**src/rtl/file_mem_pkg.sv**
```systemverilog
// Shared types and constants for the file-memory burst adapter.
package file_mem_pkg;

  typedef enum logic [1:0] {
    IDLE,
    READ,
    WRITE,
    WACK
  } state_e;

  localparam int unsigned RESP_FIFO_DEPTH = 2;
  localparam int unsigned RESP_CNT_BITS   = $clog2(RESP_FIFO_DEPTH + 1);
  localparam int unsigned RESP_PTR_BITS   = (RESP_FIFO_DEPTH > 1) ? $clog2(RESP_FIFO_DEPTH) : 1;

endpackage

```
**src/rtl/file_mem_resp_fifo.sv**
```systemverilog
// Small response FIFO holding read beats (data + last flag) until the
// upstream read channel accepts them.
module file_mem_resp_fifo
  import file_mem_pkg::*;
#(
  parameter int unsigned DATA_BITS = 64
) (
  input  logic                     clock,
  input  logic                     reset,
  input  logic                     push_i,
  input  logic [DATA_BITS-1:0]     push_data_i,
  input  logic                     push_last_i,
  input  logic                     pop_i,
  output logic                     valid_o,
  output logic [DATA_BITS-1:0]     data_o,
  output logic                     last_o,
  output logic [RESP_CNT_BITS-1:0] count_o
);

  logic [DATA_BITS-1:0]     data_q [RESP_FIFO_DEPTH];
  logic                     last_q [RESP_FIFO_DEPTH];
  logic [RESP_PTR_BITS-1:0] rd_ptr_q, rd_ptr_d;
  logic [RESP_PTR_BITS-1:0] wr_ptr_q, wr_ptr_d;
  logic [RESP_CNT_BITS-1:0] count_q, count_d;

  function automatic logic [RESP_PTR_BITS-1:0] ptr_inc(input logic [RESP_PTR_BITS-1:0] p);
    return (p == RESP_PTR_BITS'(RESP_FIFO_DEPTH - 1)) ? '0 : p + 1'b1;
  endfunction

  always_comb begin
    rd_ptr_d = rd_ptr_q;
    wr_ptr_d = wr_ptr_q;
    count_d  = count_q;
    if (push_i) wr_ptr_d = ptr_inc(wr_ptr_q);
    if (pop_i)  rd_ptr_d = ptr_inc(rd_ptr_q);
    if (push_i && !pop_i)      count_d = count_q + 1'b1;
    else if (!push_i && pop_i) count_d = count_q - 1'b1;
  end

  always_ff @(posedge clock) begin
    if (!reset) begin
      rd_ptr_q <= '0;
      wr_ptr_q <= '0;
      count_q  <= '0;
      for (int unsigned i = 0; i < RESP_FIFO_DEPTH; i++) begin
        data_q[i] <= '0;
        last_q[i] <= 1'b0;
      end
    end else begin
      rd_ptr_q <= rd_ptr_d;
      wr_ptr_q <= wr_ptr_d;
      count_q  <= count_d;
      if (push_i) begin
        data_q[wr_ptr_q] <= push_data_i;
        last_q[wr_ptr_q] <= push_last_i;
      end
    end
  end

  // Outputs are forced to zero while empty so stale entries never leak out.
  assign valid_o = (count_q != '0);
  assign data_o  = valid_o ? data_q[rd_ptr_q] : '0;
  assign last_o  = valid_o ? last_q[rd_ptr_q] : 1'b0;
  assign count_o = count_q;

endmodule

```
**src/rtl/file_mem_burst_adapter.sv**
```systemverilog
// Converts burst read/write commands into single-beat accesses on a
// file-memory port that performs an access every clock.
module file_mem_burst_adapter
  import file_mem_pkg::*;
#(
  parameter int unsigned ADDR_BITS = 32,
  parameter int unsigned DATA_BITS = 64,
  parameter int unsigned LEN_BITS  = 8
) (
  input  logic                 clock,
  input  logic                 reset,
  input  logic                 req_valid,
  output logic                 req_ready,
  input  logic [ADDR_BITS-1:0] req_addr,
  input  logic [LEN_BITS-1:0]  req_len,
  input  logic                 req_write,
  input  logic                 wdata_valid,
  output logic                 wdata_ready,
  input  logic [DATA_BITS-1:0] wdata,
  output logic                 rdata_valid,
  input  logic                 rdata_ready,
  output logic [DATA_BITS-1:0] rdata,
  output logic                 rdata_last,
  output logic                 wack_valid,
  input  logic                 wack_ready,
  output logic                 mem_req_valid,
  output logic [ADDR_BITS-1:0] mem_req_addr,
  output logic [DATA_BITS-1:0] mem_req_data,
  output logic                 mem_req_r_wb,
  input  logic [DATA_BITS-1:0] mem_resp_data
);

  localparam logic [ADDR_BITS-1:0] ADDR_STEP = ADDR_BITS'(DATA_BITS / 8);

  state_e                   state_q, state_d;
  logic [ADDR_BITS-1:0]     addr_q, addr_d;
  logic [LEN_BITS-1:0]      len_q, len_d;
  logic [LEN_BITS-1:0]      beat_q, beat_d;
  logic                     issued_all_q, issued_all_d;
  logic                     inflight_q, inflight_d;
  logic                     inflight_last_q, inflight_last_d;

  logic                     fifo_valid;
  logic [RESP_CNT_BITS-1:0] fifo_count;
  logic                     rd_pop;
  logic                     rd_issue;
  logic                     wr_beat;
  logic [RESP_CNT_BITS:0]   occupancy;

  assign rd_pop = fifo_valid && rdata_ready;
  // A pop in the same cycle frees a slot, which is what sustains 1 beat/cycle.
  assign occupancy = (RESP_CNT_BITS+1)'(fifo_count) + (RESP_CNT_BITS+1)'(inflight_q)
                   - (RESP_CNT_BITS+1)'(rd_pop);
  assign rd_issue  = (state_q == READ) && !issued_all_q
                   && (occupancy < (RESP_CNT_BITS+1)'(RESP_FIFO_DEPTH));
  assign wr_beat   = (state_q == WRITE) && wdata_valid;

  always_ff @(posedge clock) begin
    if (!reset) begin
      state_q         <= IDLE;
      addr_q          <= '0;
      len_q           <= '0;
      beat_q          <= '0;
      issued_all_q    <= 1'b0;
      inflight_q      <= 1'b0;
      inflight_last_q <= 1'b0;
    end else begin
      state_q         <= state_d;
      addr_q          <= addr_d;
      len_q           <= len_d;
      beat_q          <= beat_d;
      issued_all_q    <= issued_all_d;
      inflight_q      <= inflight_d;
      inflight_last_q <= inflight_last_d;
    end
  end

  always_comb begin
    state_d         = state_q;
    addr_d          = addr_q;
    len_d           = len_q;
    beat_d          = beat_q;
    issued_all_d    = issued_all_q;
    inflight_d      = rd_issue;
    inflight_last_d = rd_issue && (beat_q == len_q);
    unique case (state_q)
      IDLE: begin
        if (req_valid) begin
          addr_d       = req_addr;
          len_d        = req_len;
          beat_d       = '0;
          issued_all_d = 1'b0;
          state_d      = req_write ? WRITE : READ;
        end
      end
      READ: begin
        if (rd_issue) begin
          addr_d = addr_q + ADDR_STEP;
          beat_d = beat_q + 1'b1;
          if (beat_q == len_q) issued_all_d = 1'b1;
        end
        if (rd_pop && rdata_last) state_d = IDLE;
      end
      WRITE: begin
        if (wr_beat) begin
          addr_d = addr_q + ADDR_STEP;
          beat_d = beat_q + 1'b1;
          if (beat_q == len_q) state_d = WACK;
        end
      end
      WACK: begin
        if (wack_ready) state_d = IDLE;
      end
      default: state_d = IDLE;
    endcase
  end

  always_comb begin
    req_ready     = (state_q == IDLE);
    wdata_ready   = (state_q == WRITE);
    wack_valid    = (state_q == WACK);
    mem_req_valid = rd_issue || wr_beat;
    mem_req_r_wb  = !wr_beat;
    mem_req_addr  = (rd_issue || wr_beat) ? addr_q : '0;
    mem_req_data  = wr_beat ? wdata : '0;
  end

  file_mem_resp_fifo #(
    .DATA_BITS(DATA_BITS)
  ) u_resp_fifo (
    .clock      (clock),
    .reset      (reset),
    .push_i     (inflight_q),
    .push_data_i(mem_resp_data),
    .push_last_i(inflight_last_q),
    .pop_i      (rd_pop),
    .valid_o    (fifo_valid),
    .data_o     (rdata),
    .last_o     (rdata_last),
    .count_o    (fifo_count)
  );

  assign rdata_valid = fifo_valid;

endmodule

```
**config.mk**
```make
export PLATFORM = sky130hd
export DESIGN_NAME = file_mem_burst_adapter
export DESIGN_NICKNAME = d
export VERILOG_FILES = /design/src/rtl/file_mem_pkg.sv /design/src/rtl/file_mem_resp_fifo.sv /design/src/rtl/file_mem_burst_adapter.sv
export SDC_FILE = /design/constraint.sdc
export NUM_CORES = 1
export LEC_CHECK = 0
export CAP_MARGIN = 20
export CORE_UTILIZATION = 46
export CTS_CLUSTER_SIZE = 16
export DETAILED_ROUTE_END_ITERATION = 12
export DONT_BUFFER_PORTS = 1
export PLACE_DENSITY = 0.6
export SLEW_MARGIN = 20
export SYNTH_ARGS = -nofsm -noshare
export SYNTH_HDL_FRONTEND = slang
export SYNTH_SLANG_ARGS = --single-unit
```
**constraint.sdc**
```tcl
create_clock -name clock -period 3.2 [get_ports clock]
set_clock_uncertainty 0.15 [all_clocks]
set_input_delay 0.48 -clock clock [delete_from_list [all_inputs] [get_ports clock]]
set_output_delay 0.48 -clock clock [all_outputs]
set_load 0.01 [all_outputs]
```
==> results of run 1 <==
## cells in the mapped netlist, drive strengths merged, types with 8 or more instances
library cell,count
a21oi,44
and2,169
and3,73
buf,18
clkbuf,53
dfxtp,60
edfxtp,128
ha,9
inv,12
mux2i,66
nand2,53
nand2b,8
nand3,24
nand4,25
nor2,92
nor3,11
o21ai,23
xnor2,10
xor2,9
## power groups by stage
| stage | Sequential, W | Clock [W] | Combinational [W] |
|---|---|---|---|
| final | 0.00338 | 0.00206 | 0.00303 |
| after global placement | 0.00341 | 0 | 0.00276 |
| after CTS | 0.00336 | 0.00211 | 0.00282 |
| after floorplan | 0.00328 | 0 | 0.00214 |
| after detailed placement | 0.00341 | 0 | 0.00280 |
| after global routing | 0.00344 | 0.00219 | 0.00331 |
## kinds of logic (layout without fill, tap and decap cells)
group | count (synthesis) | in the layout | synth area share, %
AO/OA/AOI/OAI | 113 | 113 | 7.580
flip-flops | 188 | 188 | 51.71
buffers and inverters | 85 | 75 | 3.450
XOR/XNOR | 19 | 19 | 1.706
adder cells (fa/ha/maj) | 10 | 10 | 1.360
other | 0 | 3 | 0
AND/OR/NAND/NOR | 478 | 478 | 27.42
multiplexers | 66 | 66 | 6.772
## per-layer routing
layer	track usage (%)	wire length, um	vias to the layer above
met5	0	14	-
met4	13.30	1051	2
met3	7.006	2075	47
met2	37.69	12560	262
met1	27.89	10300	3286
li1	-	-	3357
## sequential cells by signal (all words and copies together), names as in the netlist, named ones only
name / flops
u_resp_fifo.data_q: 128
addr_q: 32
beat_q: 8
len_q: 8
state_q: 2
u_resp_fifo.count_o: 2
u_resp_fifo.last_q: 2
inflight_last_q: 1
inflight_q: 1
issued_all_q: 1
u_resp_fifo.rd_ptr_q: 1
u_resp_fifo.wr_ptr_q: 1
## worst reg2reg max path: cells and delay by family (launching register included)
| family | cells | cell delay (ns) |
|---|---|---|
| adder cells (fa/ha/maj) | 2 | 0.77 |
| AND/OR/NAND/NOR | 6 | 0.71 |
| AO/OA/AOI/OAI | 2 | 0.48 |
| buffers and inverters | 4 | 0.45 |
| flip-flops | 1 | 0.34 |
## what timing repair did
item | 4_1_cts | 5_1_grt
setup buffers | 0 | 3
gates cloned | 0 | 3
pin swaps | 0 | 6
hold endpoints to repair | 0 | 0
setup endpoints to repair | 33 | 42
gates resized for setup | 1 | 42
## final timing paths
| check | start | end | slack (ns) | cells past startpoint |
|---|---|---|---|---|
| setup / recovery | u_resp_fifo.count_o[0]$_SDFFE_PN0P_ | mem_req_addr[3] | -0.22 | 12 |
| hold / removal | reset | addr_q[28]$_SDFFE_PN0P_ | 0.04 | 1 |
| setup reg to reg | u_resp_fifo.count_o[0]$_SDFFE_PN0P_ | addr_q[21]$_SDFFE_PN0P_ | 0.19 | 14 |
| hold reg to reg | addr_q[1]$_SDFFE_PN0P_ | addr_q[1]$_SDFFE_PN0P_ | 0.31 | 2 |
## area by class of cell
cell class / instances / area (sq um)
fillers: 1867 / 9625
flip-flops and latches: 188 / 5051
multi-input cells: 686 / 4534
clock buffers: 18 / 429.2
well taps: 270 / 337.8
repair buffers: 29 / 310.3
clock inverters: 14 / 146.4
inverters: 14 / 52.55
diodes: 3 / 7.507
## metrics by stage
stage | hold WS (ns) | power [W] | instances | util, % | setup TNS, ns
after floorplan | 0.2754 | 0.005422 | 959 | - | 0
after detailed placement | 0.2951 | 0.006209 | 1181 | 49.20 | 0
final | 0.04211 | 0.008465 | 1222 | 53.03 | -6.726
after global placement | 0.2948 | 0.006170 | 1181 | 49.20 | 0
after global routing | 0.02076 | 0.008944 | 1222 | 53.03 | -10.97
after CTS | 0.01776 | 0.008283 | 1213 | 52.05 | -8.406
==> flow_summary.yaml, run 1 <==
synthesis:
  synth_top_area_share_pct: 39.40
  synth_edf_count: 128
  synth-warning-count: 0
  ys_top_cells_by_area: "edfxtp_1 39%, dfxtp_1 12%, and2_1 11%"
  seq_area_frac_synth_pct: 51.71
  synth_cell_types: 63
  yosysTopAreaCell: "edfxtp_1"
  postSynth.topFlopCell: "edfxtp_1"
  ys_ff_latch: 188
  postSynthAreaPerCell_sq_um: 10.17
  syn_nets: 1144
  netlist_area_sq_mm: 0.009756
  synthArstFlopShare_pct: 0
  postSynthCellCount: 959
power_and_ir_drop:
  p_leak_nw: 4.100
  comb_power_share_pct: 35.8
  max-vdd-ir-drop_v: 0.0004099
  switching_share_pct: 38.75
  seq_power_share_pct: 39.9
  p_int_w: 0.005185
  power.switching_w: 0.003280
  powerDensity_mw_per_mm2: 778.9
  clockPowerShare_pct: 24.4
cts:
  tritoncts: "done"
  cts_buffers: 17
  cts-root-buf: "clkbuf_16"
  clock_latency_ns: 0.43
  clk_pin_slew_ns: 0.07
  htree_num_levels: 4
  cts_hold_buf: 0
  clk_path_buf_depth: 2
  cts_num_sinks: 188
timing:
  max_freq_mhz: 292.7
  period_minus_slack_ns: 3.417
  worst-slew-pin-transition_ns: 0.9172
  period_share_pct: 106.8
  finalSetupViolations: 33
  drv_slew: 0
  maxSlewHeadroom_pct: 38.86
  fin_ws_ns: -0.2167
  hold_viol: 0
  rsz0062_at_grt: "true"
run:
  drv_cap: 0
routing:
  wl_mm: 26.01
  drc: 0
  vias: 6954
  avgRoutedWirePerCell_um: 21.28
  via_per_inst: 5.691
  ant_nets: 0
  drt_iter0_drc: 395
  first_pass_iters: 4
critical_path:
  critPathTopFamily: "adder cells"
  crit_slowest_cell: "fa_1"
  crit_chain: "nor2_4 -> inv_2 -> nand2_2 -> inv_2 -> ha_4 -> nand2b_4 -> fa_1 -> nand2_2 -> o31ai_4 -> buf_6 -> buf_6 -> and2_4"
  crit_path_max_incr_delay_ns: 0.56
  critPathKind: "flip-flop to output port"
  critPathMaxFanout: 8
  cp.arrival_ns: 2.79
  critPathCaptureType: "output port"
  crit_buf_inv: 4
  required_ns: 2.57
  critPathLaunchType: "flip-flop"
layout:
  syn_to_final_growth_pct: 11.41
  final_cell_mix: "137 x and2_1, 128 x edfxtp_1, 90 x nor2_1"
  final_area_sq_mm: 0.01087
  final_common_cell: "and2_1"
  final_nets: 1121
  drive_gt1_share_pct: 13.28
place:
  preCtsSetupSlack_ns: 0.07537
  placed_area_sq_mm: 0.01008
  portBuffers: 0
  gp_congestion: 0.7995
  place_hpwl_mm: 17.67
die:
  core-area_sq_mm: 0.02049
  die_w_um: 147.6
  die_h_um: 147.6
  dieArea_sq_mm: 0.02179
  rows: 52
  boundaryPins: 342
  start_util_pct: 47.60
global_route:
  antenna_found_initial: 5
  grt_pass1_wl_mm: 38.19
  grt_max_degree: 68
  grt-ovfl-total: 0
  gr-usage-all-layers_pct: 23.39
  grt_pass1_vias: 6622
min_path:
  hold_path.class: "input port to flip-flop"
status:
  status: "complete, but fails checks"
  violations: "negative setup slack"
(Power assumes the default switching activity.)
==> inputs of run 2 (changes only) <==
--- a/config.mk
+++ b/config.mk
@@ -6,11 +6,14 @@
 export NUM_CORES = 1
 export LEC_CHECK = 0
 export CAP_MARGIN = 20
+export CORE_ASPECT_RATIO = 1.4
+export CORE_MARGIN = 2
 export CORE_UTILIZATION = 46
 export CTS_CLUSTER_SIZE = 16
 export DETAILED_ROUTE_END_ITERATION = 12
 export DONT_BUFFER_PORTS = 1
 export PLACE_DENSITY = 0.6
+export SKIP_CTS_REPAIR_TIMING = 1
 export SLEW_MARGIN = 20
 export SYNTH_ARGS = -nofsm -noshare
 export SYNTH_HDL_FRONTEND = slang
==> run 2 against run 1 <==
The run still ends with negative setup slack left. Routed wire length shrank 0.66%. Register-to-register slack about the same. Worst setup slack gained 0.0083 ns. First-iteration DRC count is 17% higher. Sequential share of layout area is 0.15 points lower. Global-route usage down 1.3 points. Final area grew 0.33%. Critical path depth is the same. Utilization is 1.0 points lower.
==> flow_summary.yaml, run 2 (synthesized netlist as in run 1, its figures left out) <==
layout:
  final_common_cell: "and2_1"
  final_nets: 1123
  fillCellCount: 1939
  instances_no_fill: 1219
  syn_to_final_growth_pct: 11.79
  largest_reg_flops: 128
  drive_gt1_share_pct: 13.04
  postLayoutCoreUtil_pct: 52.01
  top_regs: "u_resp_fifo.data_q (128), addr_q (32)"
  final_cell_mix: "137 x and2_1, 128 x edfxtp_1, 90 x nor2_1"
  largest-register: "u_resp_fifo.data_q"
cts:
  clk_path_buf_depth: 2
  cts_buffers: 17
  clk_pin_slew_ns: 0.07
  tritoncts: "done"
  clock_latency_ns: 0.44
  cts-root-buf: "clkbuf_16"
  htree_num_levels: 4
  cts_num_sinks: 188
routing:
  avgRoutedWirePerCell_um: 21.19
  first_pass_iters: 4
  drt_iter0_drc: 462
  vias: 7043
  wl_mm: 25.83
  ant_nets: 0
  drc: 0
  via_per_inst: 5.778
critical_path:
  critPathLaunchType: "flip-flop"
  crit_buf_inv: 4
  crit_slowest_cell: "fa_1"
  critPathCaptureType: "output port"
  critPathTopFamily: "adder cells"
  critPathMaxFanout: 8
  critPathKind: "flip-flop to output port"
  crit_chain: "nor2_4 -> inv_2 -> nand2_2 -> inv_2 -> ha_4 -> nand2b_4 -> fa_1 -> nand2_2 -> o31ai_4 -> buf_12 -> clkbuf_16 -> and2_4"
  crit_path_max_incr_delay_ns: 0.55
  cp.arrival_ns: 2.78
  required_ns: 2.57
power_and_ir_drop:
  seq_power_share_pct: 39.3
  clockPowerShare_pct: 25.2
  switching_share_pct: 37.27
  powerDensity_mw_per_mm2: 786.6
  p_leak_nw: 4.121
  p_int_w: 0.005381
  max-vdd-ir-drop_v: 0.0006486
  power.switching_w: 0.003197
  comb_power_share_pct: 35.5
global_route:
  grt_max_degree: 67
  grt_pass1_wl_mm: 38.06
  antenna_found_initial: 10
  grt_pass1_vias: 6677
  gr-usage-all-layers_pct: 22.05
  grt-ovfl-total: 0
timing:
  drv_slew: 0
  period_share_pct: 106.5
  rsz0062_at_grt: "true"
  fin_ws_ns: -0.2084
  finalSetupViolations: 33
  maxSlewHeadroom_pct: 37.57
  period_minus_slack_ns: 3.408
  worst-slew-pin-transition_ns: 0.9365
  hold_viol: 0
  max_freq_mhz: 293.4
die:
  start_util_pct: 46.53
  die_h_um: 176.3
  rows: 63
  dieArea_sq_mm: 0.02241
  die_w_um: 127.1
  core-area_sq_mm: 0.02097
  boundaryPins: 342
status:
  status: "complete, but fails checks"
  violations: "negative setup slack"
place:
  place_hpwl_mm: 17.48
  gp_congestion: 0.9368
  place_inst: 1171
  portBuffers: 0
min_path:
  hold_path.class: "input port to flip-flop"
run:
  drv_cap: 0
[run 2: layout make-up]
class / count / area, sq um / share of cell area (%)
clock buffer: 19 / 432.9 / 3.970
timing repair buffer: 31 / 331.6 / 3.040
tap: 260 / 325.3 / 2.983
multi-input combinational: 686 / 4529 / 41.53
antenna: 8 / 20.02 / 0.1836
clock inverter: 13 / 162.7 / 1.492
sequential: 188 / 5051 / 46.32
inverter: 14 / 52.55 / 0.4819
[run 2: final timing paths]
path	from	end	slack, ns	cells past startpoint
max	u_resp_fifo.count_o[0]$_SDFFE_PN0P_	mem_req_addr[26]	-0.21	12
max reg2reg	u_resp_fifo.count_o[0]$_SDFFE_PN0P_	addr_q[28]$_SDFFE_PN0P_	0.19	14
min	reset	addr_q[3]$_SDFFE_PN0P_	0.02	1
min reg2reg	addr_q[2]$_SDFFE_PN0P_	addr_q[2]$_SDFFE_PN0P_	0.31	2
[run 2: metrics by stage]
stage	setup TNS, ns	power (W)	setup WS [ns]	hold WS, ns	instance area, sq um
2_1_floorplan	0	0.005422	0.05489	0.2754	9764
3_3_place_gp	0	0.006155	0.1258	0.2849	10050
3_5_place_dp	0	0.006204	0.07593	0.2924	10050
4_1_cts	-8.757	0.008369	-0.2808	-0.01073	10650
5_1_grt	-10.51	0.009057	-0.3335	0.003865	10900
6_report	-6.476	0.008578	-0.2084	0.02368	10910
[run 2: power groups by stage]
stage / Clock [W] / Sequential, W / Combinational [W]
finish: 0.00216 / 0.00337 / 0.00305
global route: 0.00230 / 0.00343 / 0.00333
CTS: 0.00221 / 0.00336 / 0.00280
detailed placement: 0 / 0.00341 / 0.00280
global placement: 0 / 0.00340 / 0.00275
floorplan: 0 / 0.00328 / 0.00214
[run 2: metal layers]
layer,up-vias,GRT usage (%),wire (um)
met4,6,7.463,629
li1,3358,-,-
met3,41,8.727,2545
met2,293,35.01,12360
met5,-,0,34
met1,3345,27.50,10270
